**src/rtl/rle_pkg.sv**
```systemverilog
// Shared run-length coding definitions used by both the capture-path encoder and
// the readback-path decoder, so both agree on word layout.
package rle_pkg;

  localparam int RLE_DW       = 16;
  localparam int RLE_SW       = RLE_DW - 1;
  localparam int RLE_FLAG_BIT = RLE_DW - 1;
  localparam int RLE_CNT_W    = 32;

  typedef enum logic {
    S_PASS,
    S_RUN
  } rle_state_e;

  function automatic logic rle_is_run(input logic [RLE_DW-1:0] word);
    return word[RLE_FLAG_BIT];
  endfunction

  function automatic logic [RLE_SW-1:0] rle_payload(input logic [RLE_DW-1:0] word);
    return word[RLE_SW-1:0];
  endfunction

endpackage

```
**src/rtl/rle_expand_if.sv**
```systemverilog
// Compressed-in / expanded-out stream pair of the run-length decoder.
// The master side feeds words and takes samples; the slave side is the decoder.
interface rle_expand_if
  import rle_pkg::*;
#(
  parameter int DW = RLE_DW,
  parameter int SW = RLE_SW
) ();

  logic          in_valid;
  logic          in_ready;
  logic [DW-1:0] in_data;
  logic          out_valid;
  logic          out_ready;
  logic [SW-1:0] out_data;
  logic          out_last;

  modport master (
    output in_valid, in_data, out_ready,
    input  in_ready, out_valid, out_data, out_last
  );

  modport slave (
    input  in_valid, in_data, out_ready,
    output in_ready, out_valid, out_data, out_last
  );

endinterface

```
**src/rtl/rle_expand.sv**
```systemverilog
// Run-length decoder on the readback path: turns the stored compressed stream back
// into one sample per output handshake, with an optional total-sample limit.
module rle_expand
  import rle_pkg::*;
#(
  parameter int DW    = RLE_DW,
  parameter int SW    = RLE_SW,
  parameter int CNT_W = RLE_CNT_W
) (
  input  logic             core_clk,
  input  logic             core_rst,
  input  logic             clear,
  input  logic [CNT_W-1:0] sample_limit,
  rle_expand_if.slave      bus,
  output logic [CNT_W-1:0] out_cnt,
  output logic             done
);

  rle_state_e       state_q;
  logic [SW-1:0]    runCnt_q;
  logic [SW-1:0]    lastSample_q;
  logic             outValid_q;
  logic [SW-1:0]    outData_q;
  logic             outLast_q;
  logic [CNT_W-1:0] outCnt_q;
  logic             done_q;
  logic [CNT_W-1:0] limit_q;
  logic             limitLoad_q;

  logic [DW-1:0]    inWord;
  logic [SW-1:0]    inPayload;
  logic             free;
  logic             outHs;
  logic             inHs;
  logic             canLoad;
  logic             inReady;
  logic             hitLimit;
  logic [CNT_W-1:0] limit_d;
  logic [CNT_W-1:0] outCnt_d;
  logic [CNT_W-1:0] cntAfter;
  logic [CNT_W-1:0] cntAfterInc;
  logic             nextLast;

  assign inWord    = bus.in_data;
  assign inPayload = rle_payload(inWord);

  // A pending last sample blocks further loads, so nothing can slip in behind it.
  assign free     = ~outValid_q | bus.out_ready;
  assign outHs    = outValid_q & bus.out_ready;
  assign canLoad  = free & ~(outValid_q & outLast_q) & ~done_q;
  assign inReady  = ~core_rst & (state_q == S_PASS) & canLoad;
  assign inHs     = bus.in_valid & inReady;
  assign hitLimit = outHs & outLast_q;

  // The limit is captured on the first cycle after reset/clear; until then use the live port.
  assign limit_d     = limitLoad_q ? sample_limit : limit_q;
  assign outCnt_d    = (outCnt_q == '1) ? outCnt_q : outCnt_q + CNT_W'(1);
  assign cntAfter    = outHs ? outCnt_d : outCnt_q;
  assign cntAfterInc = (cntAfter == '1) ? cntAfter : cntAfter + CNT_W'(1);
  assign nextLast    = (limit_d != '0) && (cntAfterInc == limit_d);

  always_ff @(posedge core_clk or posedge core_rst) begin
    if (core_rst) begin
      state_q      <= S_PASS;
      runCnt_q     <= '0;
      lastSample_q <= '0;
      outValid_q   <= 1'b0;
      outData_q    <= '0;
      outLast_q    <= 1'b0;
      outCnt_q     <= '0;
      done_q       <= 1'b0;
      limit_q      <= '0;
      limitLoad_q  <= 1'b1;
    end else if (clear) begin
      state_q      <= S_PASS;
      runCnt_q     <= '0;
      lastSample_q <= '0;
      outValid_q   <= 1'b0;
      outData_q    <= '0;
      outLast_q    <= 1'b0;
      outCnt_q     <= '0;
      done_q       <= 1'b0;
      limit_q      <= '0;
      limitLoad_q  <= 1'b1;
    end else begin
      if (limitLoad_q) begin
        limit_q     <= sample_limit;
        limitLoad_q <= 1'b0;
      end
      if (outHs) begin
        outCnt_q   <= outCnt_d;
        outValid_q <= 1'b0;
      end
      if (hitLimit) begin
        done_q    <= 1'b1;
        runCnt_q  <= '0;
        state_q   <= S_PASS;
        outLast_q <= 1'b0;
      end else begin
        unique case (state_q)
          S_PASS: begin
            if (inHs) begin
              if (!rle_is_run(inWord)) begin
                outData_q    <= inPayload;
                lastSample_q <= inPayload;
                outValid_q   <= 1'b1;
                outLast_q    <= nextLast;
              end else if (inPayload != '0) begin
                runCnt_q <= inPayload;
                state_q  <= S_RUN;
              end
            end
          end
          S_RUN: begin
            if (canLoad) begin
              outData_q  <= lastSample_q;
              outValid_q <= 1'b1;
              outLast_q  <= nextLast;
              runCnt_q   <= runCnt_q - SW'(1);
              if (runCnt_q == SW'(1)) state_q <= S_PASS;
            end
          end
          default: state_q <= S_PASS;
        endcase
      end
    end
  end

  assign bus.in_ready  = inReady;
  assign bus.out_valid = outValid_q;
  assign bus.out_data  = outData_q;
  assign bus.out_last  = outLast_q;
  assign out_cnt       = outCnt_q;
  assign done          = done_q;

endmodule

```
**src/flat_wrapper.sv**
```systemverilog
// flat-port wrapper written by rule: the top's interface ports become plain ports
module rle_expand_flat import rle_pkg::*;
#(
  parameter int DW    = RLE_DW,
  parameter int SW    = RLE_SW,
  parameter int CNT_W = RLE_CNT_W
)
  (core_clk, core_rst, clear, sample_limit, out_cnt, done, bus_in_valid, bus_in_data, bus_out_ready, bus_in_ready, bus_out_valid, bus_out_data, bus_out_last);
  rle_expand_if #(.DW(DW), .SW(SW)) bus_i ();
  input  logic core_clk;
  input  logic core_rst;
  input  logic clear;
  input  logic [CNT_W-1:0] sample_limit;
  output logic [CNT_W-1:0] out_cnt;
  output logic done;
  input wire logic [$bits(bus_i.in_valid)-1:0] bus_in_valid;
  input wire logic [$bits(bus_i.in_data)-1:0] bus_in_data;
  input wire logic [$bits(bus_i.out_ready)-1:0] bus_out_ready;
  output wire logic [$bits(bus_i.in_ready)-1:0] bus_in_ready;
  output wire logic [$bits(bus_i.out_valid)-1:0] bus_out_valid;
  output wire logic [$bits(bus_i.out_data)-1:0] bus_out_data;
  output wire logic [$bits(bus_i.out_last)-1:0] bus_out_last;
  assign bus_i.in_valid = bus_in_valid;
  assign bus_i.in_data = bus_in_data;
  assign bus_i.out_ready = bus_out_ready;
  assign bus_in_ready = bus_i.in_ready;
  assign bus_out_valid = bus_i.out_valid;
  assign bus_out_data = bus_i.out_data;
  assign bus_out_last = bus_i.out_last;
  rle_expand #(.DW(DW), .SW(SW), .CNT_W(CNT_W)) u_core (.core_clk(core_clk), .core_rst(core_rst), .clear(clear), .sample_limit(sample_limit), .bus(bus_i), .out_cnt(out_cnt), .done(done));
endmodule
```
**config.mk**
```make
export PLATFORM = sky130hd
export DESIGN_NAME = rle_expand_flat
export DESIGN_NICKNAME = d
export VERILOG_FILES = /design/src/rtl/rle_pkg.sv /design/src/rtl/rle_expand_if.sv /design/src/rtl/rle_expand.sv /design/src/flat_wrapper.sv
export SDC_FILE = /design/constraint.sdc
export NUM_CORES = 1
export LEC_CHECK = 0
export ABC_AREA = 1
export CAP_MARGIN = 5
export CORE_MARGIN = 10
export CORE_UTILIZATION = 45
export CTS_BUF_LIST = sky130_fd_sc_hd__clkbuf_8
export DETAILED_ROUTE_END_ITERATION = 10
export PLACE_DENSITY_LB_ADDON = 0.25
export SYNTH_ARGS = -nofsm -noshare
export SYNTH_HDL_FRONTEND = slang
export SYNTH_SLANG_ARGS = --single-unit
```
**constraint.sdc**
```tcl
create_clock -name core_clk -period 8.5 [get_ports core_clk]
set_input_delay 1.7 -clock core_clk [delete_from_list [all_inputs] [get_ports core_clk]]
set_output_delay 1.7 -clock core_clk [all_outputs]
set_load 0.05 [all_outputs]
```
==> results of run 1 <==
-- metal layers --
layer / vias up / track usage (%) / part of all wire, %
met5: - / 0 / 0
met4: 0 / 7.82 / 2.6
met3: 48 / 4.36 / 6.5
met2: 293 / 35.8 / 47
met1: 3974 / 26.3 / 44
li1: 4284 / - / -
-- report_power, final --
group          switching (W)  total [W]  internal, W
clock               0.000277   0.000492     0.000215
combinational       0.000228   0.000350     0.000122
sequential         0.0000319   0.000611     0.000579
-- sequential cells by signal (all words and copies together), names as in the netlist --
name	cells
u_core.lastSample_q	15
u_core.limit_q	32
u_core.runCnt_q	15
u_core.out_cnt	32
u_core.bus.out_last	1
u_core.bus.out_data	15
u_core.bus.out_valid	1
u_core.state_q	1
u_core.done	1
u_core.limitLoad_q	1
-- synthesized netlist by cell type, types with 2 or more instances --
cell type,number
a21oi_1,29
a31oi_1,2
buf_1,2
buf_2,4
buf_6,5
clkbuf_1,31
dfrtp_1,113
ha_1,4
inv_1,147
inv_2,3
mux2i_1,12
nand2_1,364
nand2_2,23
nand2_4,2
nand3_1,118
nand3_2,7
nand3b_1,11
nand4_1,36
nor2_1,203
nor2_2,11
nor2_4,6
nor2_8,2
nor3_1,7
nor4_1,7
o21a_1,2
o21ai_0,38
o21bai_1,2
o22ai_1,12
o31ai_1,25
or2_2,6
xnor2_1,8
xor2_1,28
-- final cells by class --
cell class	count	area share [%]
Clock inverter	15	1.38
Sequential cell	114	28.8
Inverter	151	5.75
Tap cell	229	2.89
Clock buffer	17	2.36
Multi-Input combinational cell	972	47.9
Timing Repair Buffer	110	10.9
-- stage by stage --
step                      setup WS, ps  instance area (sq um)  util [%]
after floorplan                   3690                   8370         -
after global placement            2400                   9540      52.6
after detailed placement          2270                   9540      52.6
after CTS                         2720                   9910      54.6
after global routing              2280                   9910      54.6
final                             2620                   9910      54.6
-- final timing paths --
path / startpoint / to / slack, ps / cells past startpoint
setup / recovery: bus_out_ready / u_core.bus.out_last / 2620 / 22
hold / removal: u_core.lastSample_q[2] / u_core.lastSample_q[2] / 490 / 2
setup reg to reg: u_core.bus.out_valid / u_core.bus.out_last / 4030 / 21
hold reg to reg: u_core.lastSample_q[2] / u_core.lastSample_q[2] / 490 / 2
max in group asynchronous: core_rst / u_core.out_cnt[20] / 5480 / 3
min in group asynchronous: core_rst / u_core.runCnt_q[5] / 1710 / 2
-- cell families (layout without fill, tap and decap cells) --
| group | count (synthesis) | in the layout | synth area share (%) |
|---|---|---|---|
| flops | 114 | 114 | 34.1 |
| simple gates | 805 | 805 | 42.8 |
| buf+inv | 193 | 293 | 9.17 |
| compound gates | 115 | 115 | 8.12 |
| xor+xnor | 36 | 36 | 3.77 |
| mux | 12 | 12 | 1.44 |
| fa+ha+maj | 4 | 4 | 0.598 |
-- worst reg2reg max path: cells and delay by family (launching register included) --
kind / cells / cell delay [ps]
adder cells (fa/ha/maj): 1 / 280
flip-flops: 1 / 360
XOR/XNOR: 1 / 180
buffers and inverters: 4 / 1280
AND/OR/NAND/NOR: 15 / 2300
==> impl_results.md, run 1 <==
- Buf+Inv Stages, Crit Path: 5
- CP delay by family, top: simple AND/OR/NAND/NOR gates
- Class of the worst hold path: reg -> reg
- Post-synth top area share: roughly 34%
- CTS tree: done
- Final net count: about 1,400
- Mapped Cells: around 1,300
- Filler instances: between 1,500 and 2,000
- Fraction of layout cells with a size suffix above 1: about 7.8%
- Startpoint class of the critical path: input port
- CP peak stage delay: slightly below 700 ps
- Leading area contributor after synthesis: dfrtp_1
- Placed Cells: about 1,600
- Routed WL: roughly 26,000 microns
- Routed vias/inst: 5.35
- Mapped Nets: about 1,300
- Leak: ~4.8 nW
- Diode count: 0
- Fmax: between 150 and 200 MHz
- Commonest non-fill, non-tap cell in the layout: nand2_1
- First-pass GRT wire length: approximately 42,000 microns
- Cts repair resizes: 0
- DR vias: between 8,000 and 9,000
- Antenna viol nets, final: 0
- Antenna violations before repair: 0
- Final Critical Period: about 5900 ps
- Critical path arrival: between 6000 and 7000 ps
- Io pins: 104
- Synth async-reset ratio: 100%
- Crit Path Max Fanout: 40
- Post-Syn Area: between 8000 and 9000 sq um
- Num Clock Sinks: between 100 and 150
- Synthesis-to-finish area growth: 18.4%
- Number of synthesized flops with an enable pin: 0
- Routability congestion estimate: 0.924
- Detailed Route Iter0 Violations: 701
- Area of the multi-input gates: roughly 4700 sq um
- Main flop type after synthesis: dfrtp_1
- Total track usage: 21.2%
- Post-DP HPWL: 19,600 microns
- Worst VDD drop: ~0.00011 V
- Setup repair after global routing missed its margin: false
- DRC viols: 0
- Wirelength per Cell: between 15 and 20 microns
- Setup Viol. Count Final: 0
- Die Span Y: ~160 microns
- Postcts setup bufs: 0
- Total gr overflow: 0
- Cell Count, Final, Fillers Out: 1,608
- CTS Buffer Depth: 2
- Core area: approximately 18,000 sq um
- Total power: ~0.0015 W
- Most Frequent Cell on Critical Path: nand2_1
- Slew HR: about a third
- Final worst-path cycle share: 69.2%
- Synth area leaders: dfrtp_1, nand2_1, nor2_1, nand3_1, inv_1
- Sequential element share of the synthesized area: between 30% and 40%
- Post-Route Setup TNS: 0 ps
- Worst skew pair latency: between 400 and 500 ps
- CTS Buf Count: 17
- Commonest cells after routing, fill and taps aside: nand2_1, nor2_1, inv_1
- Outcome: completed
- Syn Area/Cell: about 6.5 sq um
- Critical Path RT: 8890 ps
- # hold bufs at CTS: 0
- Port buffer count: 103
- Fin. Hold Viols: 0
- Netlist cell types: between 40 and 50
- Crit-path slowest cell: inv_1
- Largest net degree at the start of global routing: 91
- Setup crit end kind: flip-flop
- Flops & latches, synth: 114
- CTS root buffer: clkbuf_8
- Synth Warn #: 0
- Initial Util: between 40 and 50%
- Reg area: roughly 2900 sq um
- Rows: between 40 and 50
- Die width: 156 microns
- Max Clock Skew: roughly 13 ps
- PD cells: roughly 150 nW/um^2
- Worst-margin pin slew: roughly 980 ps
- Pins over their slew limit: 0
- Die area: 24,400 sq um
- Hold Slack: between 400 and 500 ps
- DRT Pass-1 Iters: 5
- Worst-path clk slew: about 90 ps
- H-tree depth: 4
- Crit path cell chain: clkdlybuf4s50_1, nand2_1, inv_1, buf_4, nand2_2, inv_1, nand2_1, nand2_2, ha_1, nand2_2, nor2_4, nand2_2, inv_2, nand3_4, nand2_1, xor2_1, nand3_1, nor2_1, nand2_1, nor2_1, nand2_1, nand2_1
- Vias in the first global route: between 8,000 and 9,000
- Crit Path Class: in -> reg
- Max cap viols: 0
(Power assumes the default switching activity.)
==> run 2: changes to the inputs <==
clock period = 5.1 ns   (was 8.5 ns; I/O delays follow)
==> impl_results.md, run 2 (synthesized netlist as in run 1, its figures left out) <==
- H-tree depth: 4 (unchanged)
- Fraction of layout cells with a size suffix above 1: 7.68% (was 7.76%)
- Total power: 0.00254 W (was 0.00145 W)
- Slew HR: 32.1% (was 34.6%)
- Commonest cells after routing, fill and taps aside: nand2_1, nor2_1, inv_1 (unchanged)
- DR vias: 8,686 (was 8,599)
- Crit Path Class: reg -> reg (was in -> reg)
- DRT Pass-1 Iters: 5 (unchanged)
- Worst skew pair latency: 470 ps (was 460 ps)
- CTS Buffer Depth: 2 (unchanged)
- Rows: 49 (unchanged)
- Detailed Route Iter0 Violations: 709 (was 701)
- Initial Util: 46.1% (unchanged)
- Leak: 4.79 nW (was 4.76 nW)
- Clock Power Share: 36.7% (was 33.9%)
- # hold bufs at CTS: 0 (unchanged)
- Sequential share of power: 40.2% (was 42.0%)
- Slack of the worst reg-to-reg path: 1060 ps (was 4030 ps)
- Setup crit end kind: flip-flop (unchanged)
- Antenna violations before repair: 0 (unchanged)
- Setup Viol. Count Final: 0 (unchanged)
- Crit Path Max Fanout: 40 (unchanged)
- DRC viols: 0 (unchanged)
- Fin. Hold Viols: 0 (unchanged)
- PD cells: 254 nW/um^2 (was 147 nW/um^2)
- CTS tree: done (unchanged)
- First-pass GRT wire length: 42,900 microns (was 41,800 microns)
- Post-DP HPWL: 19,600 microns (about the same)
- Commonest non-fill, non-tap cell in the layout: nand2_1 (unchanged)
- Port buffer count: 103 (unchanged)
- Largest net degree at the start of global routing: 115 (was 91)
- Antenna viol nets, final: 0 (unchanged)
- Critical Path RT: 5500 ps (was 8890 ps)
- R2R depth: 23 (was 21)
- Final worst-path cycle share: around four fifths
- Worst hold start: u_core.lastSample_q[9] (was u_core.lastSample_q[2])
- Routed vias/inst: 5.40 (was 5.35)
- Postcts setup bufs: 0 (unchanged)
- Worst flop-to-flop path startpoint: u_core.out_cnt[0] (was u_core.bus.out_valid)
- Cts repair resizes: 0 (unchanged)
- CTS root buffer: clkbuf_8 (unchanged)
- Pins over their slew limit: 0 (unchanged)
- Pint: 0.00168 W (was 0.000915 W)
- Max Clock Skew: 21.0 ps (was 13.0 ps)
- Vias in the first global route: 8,423 (was 8,210)
- Total gr overflow: 0 (unchanged)
- Num Clock Sinks: 114 (unchanged)
- Worst VDD drop: 0.000308 V (was 0.000113 V)
- Setup repair after global routing missed its margin: false (unchanged)
- Post-Route Setup TNS: 0 ps (unchanged)
- Critical path arrival: 4430 ps (was 6270 ps)
- Hold Path Cell Cnt: 2 (unchanged)
- Max cap viols: 0 (unchanged)
- NetSw: 0.000858 W (was 0.000537 W)
- Outcome: completed (unchanged)
- Routability congestion estimate: 0.927 (was 0.924)
- Diode count: 0 (unchanged)
- Die area: 24,400 sq um (unchanged)
- Die width: 156 microns (unchanged)
- Fmax: roughly 250 MHz
- Startpoint class of the critical path: flip-flop (was input port)
- Wirelength per Cell: 16.4 microns (was 16.1 microns)
- Synthesis-to-finish area growth: 19.3% (was 18.4%)
- Final Critical Period: about 4000 ps
- Routed WL: 26,400 microns (was 25,900 microns)
- Class of the worst hold path: reg -> reg (unchanged)
- Die Span Y: 156 microns (unchanged)
- Worst-path clk slew: 70 ps (was 90 ps)
- Combinational power share: 23.1% (was 24.1%)
- Io pins: 104 (unchanged)
- FF-to-FF End: u_core.bus.out_last (unchanged)
- Total track usage: 21.8% (was 21.2%)
- Worst Setup SP: u_core.out_cnt[0] (was bus_out_ready)
- Hold Path Sink: u_core.lastSample_q[9] (was u_core.lastSample_q[2])
- Worst-margin pin slew: 1020 ps (was 981 ps)
- CTS Buf Count: 17 (unchanged)
- Sw Share: 33.8% (was 37.0%)
- Final net count: 1,424 (was 1,423)
- Core area: 18,100 sq um (unchanged)
run 2: changes by cell type in the layout (fill, tap and decap cells not counted), sizes merged:
cell / before / now
inv: 161 / 154
bufinv: 0 / 3
clkbuf: 17 / 19
clkinv: 3 / 4
buf: 8 / 9
clkinvlp: 2 / 3
run 2: stage by stage:
step / std cells / area, sq um / util, % / worst slack [ps] / hold WS, ps
after floorplan: 1279 / 8370 / - / 1070 / 437
after global placement: 1577 / 9560 / 52.7 / 939 / 451
after detailed placement: 1577 / 9560 / 52.7 / 791 / 467
after CTS: 1609 / 9980 / 55.0 / 1080 / 487
after global routing: 1609 / 9980 / 55.0 / 717 / 511
final: 1609 / 9980 / 55.0 / 1060 / 490
run 2: worst max-delay path by stage:
stage                     slack [ps]  cells past startpoint                     end
after detailed placement         790                     19     u_core.bus.out_last
after floorplan                 1070                      1  u_core.bus.out_data[0]
final                           1060                     23     u_core.bus.out_last
after global placement           940                     19     u_core.bus.out_last
after global routing             720                     23     u_core.bus.out_last
after CTS                       1080                      6            bus_in_ready
run 2: routing by layer:
| metal | vias up | global-route usage [%] | routed length (microns) | part of all wire, % |
|---|---|---|---|---|
| li1 | 4285 | - | - | - |
| met1 | 4022 | 26.9 | 11200 | 42 |
| met4 | 0 | 8.40 | 790 | 3.0 |
| met3 | 54 | 5.10 | 1860 | 7.1 |
| met2 | 325 | 36.1 | 12500 | 47 |
| met5 | - | 0 | 0 | 0 |
run 2: power by group through the flow:
stage,Clock (W),Sequential (W),Combinational (W)
after detailed placement,0,0.00103,0.000582
after global routing,0.000990,0.00103,0.000646
final,0.000931,0.00102,0.000585
after global placement,0,0.00103,0.000575
after CTS,0.000944,0.00102,0.000586
after floorplan,0,0.00108,0.000336
run 2: area by class of cell:
type / count / area (sq um)
clock buffers: 19 / 262
inverters: 151 / 569
well taps: 229 / 287
flip-flops and latches: 114 / 2850
fillers: 1785 / 8170
clock inverters: 13 / 160
multi-input cells: 972 / 4750
repair buffers: 111 / 1100
run 2: worst max-delay path: stages, from the launching register on:
cell     delay (ps)
dfrtp_1         510
ha_1            270
nand2_2         110
nor2_8          180
nand2_4         110
nor2_1          140
nand2_2         160
nand2_2         180
nand2_1          80
nand2_2         150
ha_1            300
nand2_2         140
nor2_4          180
nand2_2         110
inv_2            70
nand3_4         320
nand2_1         210
xor2_1          180
nand3_1         100
nor2_1          120
nand2_1          70
nor2_1          130
nand2_1          60
nand2_1          50
